--- src/rtl/stbuf_defs.sv ---
// Shared types and sizing for the store buffer: queue entry record and pointer widths.
package stbuf_defs;
  localparam int SB_DEPTH   = 4;
  localparam int SB_AW      = 32;
  localparam int DEPTH_LOG2 = $clog2(SB_DEPTH);
  localparam int PTR_W      = DEPTH_LOG2;
  localparam int CNT_W      = DEPTH_LOG2 + 1;

  typedef struct packed {
    logic              valid;
    logic [SB_AW-3:0]  word_addr;
    logic [3:0]        wstrb;
    logic [31:0]       wdata;
  } entry_t;
endpackage

--- src/rtl/stbuf_fwd_merge.sv ---
// Per-byte load forwarding: for each byte lane, the youngest valid matching entry supplies the byte.
module stbuf_fwd_merge
  import stbuf_defs::*;
#(
  parameter int DEPTH = SB_DEPTH,
  parameter int PW    = PTR_W
) (
  input  entry_t           ent [DEPTH],
  input  logic [PW-1:0]    head,
  input  logic [SB_AW-3:0] ld_waddr,
  input  logic [3:0]       ld_bmask,
  output logic [3:0]       cov,
  output logic [31:0]      data
);

  for (genvar gi = 0; gi < 4; gi++) begin : g_lane
    logic       hit;
    logic [7:0] lane_byte;

    // Walk oldest to youngest so a later match overrides an earlier one.
    always_comb begin
      hit       = 1'b0;
      lane_byte = '0;
      for (int i = 0; i < DEPTH; i++) begin
        if (ent[PW'(head + PW'(i))].valid &&
            ent[PW'(head + PW'(i))].word_addr == ld_waddr &&
            ent[PW'(head + PW'(i))].wstrb[gi]) begin
          hit       = 1'b1;
          lane_byte = ent[PW'(head + PW'(i))].wdata[8*gi +: 8];
        end
      end
    end

    assign cov[gi]          = hit & ld_bmask[gi];
    assign data[8*gi +: 8]  = cov[gi] ? lane_byte : 8'h00;
  end

endmodule

--- src/rtl/store_buffer.sv ---
// Posted-store queue between MEM and the data SRAM, with same-cycle load forwarding.
// Optional build macro STBUF_MERGE_EN: stores to the youngest entry's word merge instead of allocating.
module store_buffer
  import stbuf_defs::*;
#(
  parameter int DEPTH = SB_DEPTH,
  parameter int AW    = SB_AW
) (
  input  logic          clk,
  input  logic          resetn,
  input  logic          st_valid,
  input  logic [AW-1:0] st_addr,
  input  logic [3:0]    st_wstrb,
  input  logic [31:0]   st_wdata,
  output logic          st_ready,
  input  logic          ld_valid,
  input  logic [AW-1:0] ld_addr,
  input  logic [3:0]    ld_bmask,
  output logic          fwd_hit,
  output logic [31:0]   fwd_data,
  output logic          ld_stall,
  output logic          sb_empty,
  output logic          data_sram_en,
  output logic [3:0]    data_sram_wen,
  output logic [AW-1:0] data_sram_addr,
  output logic [31:0]   data_sram_wdata
);

  localparam int PW = $clog2(DEPTH);
  localparam logic [PW:0] FULL_CNT = (PW+1)'(DEPTH);

  entry_t        ent_reg [DEPTH];
  logic [PW-1:0] head_reg, tail_reg;
  logic [PW:0]   count_reg, count_next;

  logic       full, pop, push, alloc, merge_hit;
  logic [3:0] cov;
  logic       unused_addr_bits;

  assign unused_addr_bits = ^{st_addr[1:0], ld_addr[1:0]};

  stbuf_fwd_merge #(.DEPTH(DEPTH), .PW(PW)) u_fwd (
    .ent      (ent_reg),
    .head     (head_reg),
    .ld_waddr (ld_addr[AW-1:2]),
    .ld_bmask (ld_bmask),
    .cov      (cov),
    .data     (fwd_data)
  );

  assign sb_empty = (count_reg == '0);
  assign full     = (count_reg == FULL_CNT);
  assign fwd_hit  = ld_valid & (cov == ld_bmask) & (|ld_bmask);
  assign ld_stall = ld_valid & (|cov) & (cov != ld_bmask);
  // Drain only when the port is free; a stalled load frees it so coverage keeps shrinking.
  assign pop      = ~sb_empty & (~ld_valid | ld_stall);

`ifdef STBUF_MERGE_EN
  logic [PW-1:0] tail_m1;
  logic [31:0]   merged_wdata;
  assign tail_m1   = tail_reg - 1'b1;
  assign merge_hit = ent_reg[tail_m1].valid &
                     (ent_reg[tail_m1].word_addr == st_addr[AW-1:2]) &
                     ~(pop & (head_reg == tail_m1));
  for (genvar gi = 0; gi < 4; gi++) begin : g_merge
    assign merged_wdata[8*gi +: 8] = st_wstrb[gi] ? st_wdata[8*gi +: 8]
                                                  : ent_reg[tail_m1].wdata[8*gi +: 8];
  end
`else
  assign merge_hit = 1'b0;
`endif

  assign st_ready = ~full | merge_hit;
  assign push     = st_valid & st_ready;
  assign alloc    = push & ~merge_hit;

  always_comb begin
    count_next = count_reg;
    if (alloc && !pop)
      count_next = count_reg + 1'b1;
    else if (!alloc && pop)
      count_next = count_reg - 1'b1;
  end

  // Drain port presents the head entry; gated so an idle port shows all zeros.
  assign data_sram_en    = pop;
  assign data_sram_wen   = pop ? ent_reg[head_reg].wstrb : 4'h0;
  assign data_sram_addr  = pop ? {ent_reg[head_reg].word_addr, 2'b00} : '0;
  assign data_sram_wdata = pop ? ent_reg[head_reg].wdata : 32'h0;

  always_ff @(posedge clk or negedge resetn) begin
    if (!resetn) begin
      head_reg  <= '0;
      tail_reg  <= '0;
      count_reg <= '0;
      for (int i = 0; i < DEPTH; i++)
        ent_reg[i] <= '0;
    end else begin
      if (pop) begin
        ent_reg[head_reg].valid <= 1'b0;
        head_reg                <= head_reg + 1'b1;
      end
      if (alloc) begin
        ent_reg[tail_reg].valid     <= 1'b1;
        ent_reg[tail_reg].word_addr <= st_addr[AW-1:2];
        ent_reg[tail_reg].wstrb     <= st_wstrb;
        ent_reg[tail_reg].wdata     <= st_wdata;
        tail_reg                    <= tail_reg + 1'b1;
      end
`ifdef STBUF_MERGE_EN
      if (push && merge_hit) begin
        ent_reg[tail_m1].wstrb <= ent_reg[tail_m1].wstrb | st_wstrb;
        ent_reg[tail_m1].wdata <= merged_wdata;
      end
`endif
      count_reg <= count_next;
    end
  end

endmodule

--- config.mk ---
export PLATFORM = sky130hd
export DESIGN_NAME = store_buffer
export DESIGN_NICKNAME = d
export VERILOG_FILES = /design/src/rtl/stbuf_defs.sv /design/src/rtl/stbuf_fwd_merge.sv /design/src/rtl/store_buffer.sv
export SDC_FILE = /design/constraint.sdc
export NUM_CORES = 1
export LEC_CHECK = 0
export BUFFER_PORTS_ARGS = -buffer_cell sky130_fd_sc_hd__buf_2
export CAP_MARGIN = 20
export CORE_MARGIN = 2
export CORE_UTILIZATION = 51
export CTS_BUF_LIST = sky130_fd_sc_hd__clkbuf_4 sky130_fd_sc_hd__clkbuf_8 sky130_fd_sc_hd__clkbuf_16
export CTS_CLUSTER_SIZE = 20
export DETAILED_ROUTE_END_ITERATION = 12
export PLACE_DENSITY = 0.73
export SYNTH_ARGS = -nofsm -noshare
export SYNTH_HDL_FRONTEND = slang
export SYNTH_SLANG_ARGS = --single-unit
--- constraint.sdc ---
create_clock -name clk -period 6.6 [get_ports clk]
set_clock_uncertainty 0.05 [all_clocks]
set_input_delay 0.33 -clock clk [delete_from_list [all_inputs] [get_ports clk]]
set_output_delay 0.33 -clock clk [all_outputs]
set_load 0.02 [all_outputs]
==> reports/metrics.cfg, run 1 <==
[run_status]
outcome=finished clean

[detailed_routing]
vias=17020
post_drt_via_cell_ratio=6.631
drc=0
dr.pass1.iters=6
wirelength_um=67120
postRouteAntennaNets=0
drtIter0Drc=1792
routedWlPerCell_um=26.15

[grt]
grt_remaining_overflow=0
grt.total_usage_pct=30.08
antenna_found_initial=8
first_global_vias=17320
grt_pass1_wl_um=103500
grt_max_degree=141

[cts]
clock_latency_ns=0.63
cts_buffers=31
root_buffer=clkbuf_16
cts_tree=yes
htreeDepth=1
clkTransAtPathRegs_ns=0.06
clock_sinks=275
clockBufferDepth=3

[logic_synthesis]
synth_flop_cell=dfrtp_1
ys_seq_area_share_pct=31.18
ys_ff_latch=275
postSynthCellCount=1763
synth_area_mm2=0.02207
synth.distinct_cells=86
ys_warn_count=0
synthArstFlopShare_pct=100.0
syn_avg_cell_area_um2=12.52
synth_edf_count=0

[power]
power_density_mw_per_mm2=605.9
finalPower_uw=15290
power.leakage_uw=0.01043
peakVddDrop_uv=377.2

[critical_path]
cp_max_fo=95
end_kind=primary output
cp-startpoint=head_reg[1]
rr_startpoint=head_reg[1]
required_ns=6.22
crit_arrival_ns=6.01
start_kind=flop
worstSetupPathType=reg2out

[final_layout]
final_nets=2074
final_layout_size_suffix_gt1_share_pct=43.88
n_fill_cell=3456
largest_reg_flops=268
final_util_pct=58.83
area_growth_pct=14.31

[sta]
final.setup.worst_slack_ns=0.2138
drv_slew=0
setup_viol=0
max_freq_ghz=0.1566
worst_slew_pin_slew_ns=1.058
hold_viol_final=0
relSlewSlack_pct=29.45
fin_setup_tns_ns=0
whs_ns=0.01508
rsz0062_at_grt=false
fin_crit_sh_pct=96.76
period_minus_slack_ns=6.386

[die]
dieArea_mm2=0.04496
die_w_um=212.0
core_area_mm2=0.04289
rows=76
die_h_um=212.0
ios=213
start_util_pct=51.47

[place]
finalWeightedCongestion=1.006
dp_slack_ns=0.6714
io_buffers=206
hpwlAfterDp_um=46760

[job]
maxCapViolations=0

[hold_path]
holdCritStartpoint=ld_valid
hold_class=in2reg

final timing paths:
check | slack, ns | to | depth (start not counted)
worst max-delay path | 0.21 | data_sram_addr[10] | 12
worst min-delay path | 0.02 | head_reg[0] | 2
worst max register to register | 0.78 | count_reg[2] | 17
worst min register to register | 0.45 | count_reg[2] | 1
max in group asynchronous | 4.41 | ent_reg[226] | 3
min in group asynchronous | 0.41 | ent_reg[261] | 2
cell usage in the layout, fill, tap and decap left out, types with 29 or more instances in the layout:
master         netlist  layout
nand4_1             29      29
dlygate4sd3_1        0      67
clkbuf_16            0      31
nand3_1             31      31
nand2_1             63      59
buf_2               23     205
buf_4               20      45
xnor2_1             92      89
dfrtp_1            275     273
and3_1              67      67
mux4_2             223     223
mux2_2             296     296
nor2_1              60      60
mux2i_1            123     122
area by class of cell:
| type | count | area (µm²) | share of cell area (%) |
|---|---|---|---|
| multi-input combinational | 1304 | 14340 | 56.83 |
| inverter | 22 | 82.58 | 0.3273 |
| clock inverter | 7 | 77.57 | 0.3074 |
| sequential | 275 | 6889 | 27.30 |
| antenna | 6 | 15.01 | 0.05951 |
| clock buffer | 46 | 950.9 | 3.769 |
| tap | 585 | 732.0 | 2.901 |
| timing repair buffer | 322 | 2145 | 8.499 |
routing by layer:
metal	GRT usage [%]	up-vias	part of all wire, %
li1	-	7340	-
met1	41.67	8794	41
met2	47.22	742	47
met3	6.130	143	8.0
met4	10.83	4	3.2
met5	0	-	0.040
synthesized netlist by cell type (19+ instances only):
cell / count / area share [%]
a32o_1: 19 / 0.86
and3_1: 67 / 1.9
buf_2: 23 / 0.52
buf_4: 20 / 0.68
buf_6: 20 / 1.0
clkbuf_1: 87 / 1.5
dfrtp_1: 275 / 31
inv_1: 21 / 0.36
mux2_2: 296 / 15
mux2i_1: 123 / 5.6
mux4_2: 223 / 23
nand2_1: 63 / 1.1
nand3_1: 31 / 0.70
nand4_1: 29 / 0.82
nor2_1: 60 / 1.0
xnor2_1: 92 / 3.7
power by group:
| part | leakage, µW | total, µW | switching (µW) | internal, µW |
|---|---|---|---|---|
| Combinational | 0.00665 | 9820 | 4770 | 5060 |
| Sequential | 0.00326 | 3710 | 1150 | 2570 |
| Clock | 0.000517 | 1750 | 726 | 1030 |
| Total | 0.0104 | 15300 | 6640 | 8650 |
stage by stage:
stage / instances / instance area (µm²)
after floorplan: 1764 / 22080
after global placement: 2434 / 23390
after detailed placement: 2434 / 23390
after CTS: 2554 / 25090
after global routing: 2567 / 25230
final: 2567 / 25230
critical path, cell delays in order, from the launching register on:
cell       delay (ns)
dfrtp_4          0.56
buf_16           0.44
mux2i_1          0.58
nor3_1           0.15
a2111o_1         0.41
or4_1            0.39
or4_1            0.75
or2_1            0.31
a41o_1           0.43
and4_4           0.28
o21a_4           0.27
a2111oi_2        0.47
buf_2            0.26
cells by family after synthesis:
| group | synth area share, % |
|---|---|
| XOR/XNOR | 4.359 |
| flip-flops | 31.18 |
| AND/OR/NAND/NOR | 8.984 |
| other | 0.01699 |
| AO/OA/AOI/OAI | 6.932 |
| multiplexers | 43.58 |
| buffers and inverters | 4.348 |
| adder cells (fa/ha/maj) | 0.6009 |
timing repair:
action                                 4_1_cts  5_1_grt
endpoints found under the hold margin      398        0
setup endpoints to repair                    0       66
resized for setup                            0       10
hold buffers                                67        0
setup buffers                                0        7
Power figures use the tool's default switching activity.
==> run 2: changes to the inputs <==
- RECOVER_POWER: not set -> 100
==> run 2 against run 1 <==
Compared with the run above:
- final cell count about the same
- critical endpoint unchanged
- critical path depth is the same
- global-route usage did not move
- the flow now finishes with violations (max-capacitance violations, max-slew violations)
- sequential share of layout area up 0.14 points
- largest power group unchanged
- clock power about the same
==> reports/metrics.cfg, run 2 (same netlist as run 1, synthesis figures left out) <==
[run_status]
outcome=finished, violations left
violations=max-capacitance violations, max-slew violations

[job]
maxCapViolations=8  ; +8

[final_layout]
n_fill_cell=3494  ; +1.1%
final_nets=2074  ; unchanged
final_common_cell=mux2_2
final_layout_size_suffix_gt1_share_pct=41.19  ; -2.7 points
largest_reg_flops=268  ; unchanged
finalInstanceArea_mm2=0.02510  ; -0.51%
area_growth_pct=13.72
final_cell_mix=mux2_2 (296), dfrtp_1 (273), mux4_2 (223)

[critical_path]
worstRegToRegCells=15  ; -2
rr_startpoint=head_reg[1]
end_kind=primary output
cp_max_fo=95  ; unchanged
worstSetupPathType=reg2out
start_kind=flop
r2r_end=count_reg[1]
crit_arrival_ns=6.02  ; about the same
required_ns=6.22  ; about the same
r2r_setup_slack_ns=0.70  ; -0.08 ns

[detailed_routing]
wirelength_um=67110  ; about the same
dr.pass1.iters=5  ; -1
post_drt_via_cell_ratio=6.623  ; -0.13%
routedWlPerCell_um=26.13  ; about the same
postRouteAntennaNets=0  ; unchanged
vias=17010  ; -0.094%
drtIter0Drc=1519  ; -15%
drc=0  ; unchanged

[die]
die_w_um=212.0  ; unchanged
core_area_mm2=0.04289  ; unchanged
ios=213  ; unchanged
die_h_um=212.0  ; unchanged
start_util_pct=51.47  ; unchanged
dieArea_mm2=0.04496  ; unchanged
rows=76  ; unchanged

[grt]
grt_max_degree=141  ; unchanged
first_global_vias=17320  ; unchanged
grt_use_met3_pct=6.130  ; unchanged
grt.busiest_layer=met2
antenna_found_initial=8  ; unchanged
grtUsageMet1_pct=41.67  ; unchanged
grt_remaining_overflow=0  ; unchanged
use_met2_pct=47.22  ; unchanged
grt_pass1_wl_um=103500  ; unchanged
grt.total_usage_pct=30.08  ; unchanged

[power]
power_density_mw_per_mm2=609.2  ; +0.54%
finalPower_uw=15290  ; about the same
power.leakage_uw=0.01018  ; -2.4%
peakVddDrop_uv=376.8  ; -0.11%

[hold_path]
min_to=head_reg[0]
holdPathStages=2  ; unchanged
hold_class=in2reg
holdCritStartpoint=ld_valid

[sta]
worst_slew_pin_slew_ns=4.240  ; +3.181 ns
period_minus_slack_ns=6.403  ; +0.01680 ns
setup_viol=0  ; unchanged
relSlewSlack_pct=-182.6  ; -210 points
hold_viol_final=0  ; unchanged
rsz0062_at_grt=false
drv_slew=556  ; +556
max_freq_ghz=0.1562  ; -0.26%
fin_crit_sh_pct=97.02  ; +0.25 points
fin_setup_tns_ns=0  ; unchanged

[cts]
clock_sinks=275  ; unchanged
cts_tree=yes
clock_latency_ns=0.63  ; about the same
cts_buffers=31  ; unchanged
clkTransAtPathRegs_ns=0.06  ; about the same
htreeDepth=1  ; unchanged
root_buffer=clkbuf_16
clockBufferDepth=3  ; unchanged

[place]
finalWeightedCongestion=1.006  ; unchanged
hpwlAfterDp_um=46760  ; unchanged
placed_cell_area_mm2=0.02339  ; unchanged
io_buffers=206  ; unchanged

==> run 2: cell types whose count changed in the layout (fill, tap and decap cells not counted), sizes merged <==
cell	before	now
buf	255	153
clkbuf	46	148
diode	6	7
==> run 2: cell type report <==
type                       instances  area (µm²)  area share, %
multi-input combinational       1304       14300          56.97
antenna                            7       17.52        0.06978
clock buffer                      46       950.9          3.788
tap                              585       732.0          2.916
inverter                          22       82.58         0.3290
timing repair buffer             322        2052          8.174
clock inverter                     7       77.57         0.3090
sequential                       275        6889          27.44
==> run 2: where the power goes <==
group / internal, µW / leakage [µW] / switching, µW
sequential: 2570 / 0.00326 / 1150
clock: 1030 / 0.000517 / 727
combinational: 5080 / 0.00640 / 4740
total: 8680 / 0.0102 / 6610
==> run 2: worst max path at each step <==
| stage | cells past startpoint | to | from | slack (ns) |
|---|---|---|---|---|
| floorplan | 27 | count_reg[1] | head_reg[0] | 0.31 |
| global placement | 15 | data_sram_addr[22] | head_reg[1] | 0.74 |
| detailed placement | 18 | count_reg[1] | head_reg[1] | 0.67 |
| CTS | 15 | data_sram_addr[22] | head_reg[1] | 0.03 |
| global route | 15 | data_sram_wdata[23] | head_reg[1] | 0.03 |
| finish | 12 | data_sram_addr[10] | head_reg[1] | 0.20 |
==> run 2: routing by layer <==
layer	vias up	part of all wire (%)
met2	707	47
met5	-	0.019
met1	8826	41
met4	2	3.3
li1	7326	-
met3	146	8.2
==> run 2: worst max-delay path: stages, from the launching register on <==
cell       delay [ns]
dfrtp_4          0.56
buf_16           0.43
mux2i_1          0.59
nor3_1           0.15
a2111o_1         0.41
or4_1            0.39
or4_1            0.75
or2_1            0.30
a41o_1           0.43
and4_4           0.28
o21a_4           0.27
a2111oi_2        0.48
clkbuf_2         0.27
==> run 2: metrics by stage <==
stage	cells	setup WS [ns]	hold WS, ns	utilization (%)
finish	2568	0.1970	0.02086	58.53
global placement	2434	0.7404	0.4237	54.54
detailed placement	2434	0.6714	0.4366	54.54
CTS	2554	0.03245	0.001542	58.50
global route	2567	0.03350	0.02465	58.53
floorplan	1764	0.3058	-0.01559	-
==> run 2: timing repair <==
action | 4_1_cts | 5_1_grt
hold endpoints to repair | 398 | 0
endpoints found under the setup margin | 0 | 66
setup buffers | 0 | 7
hold buffers | 67 | 0
resized for setup | 0 | 10
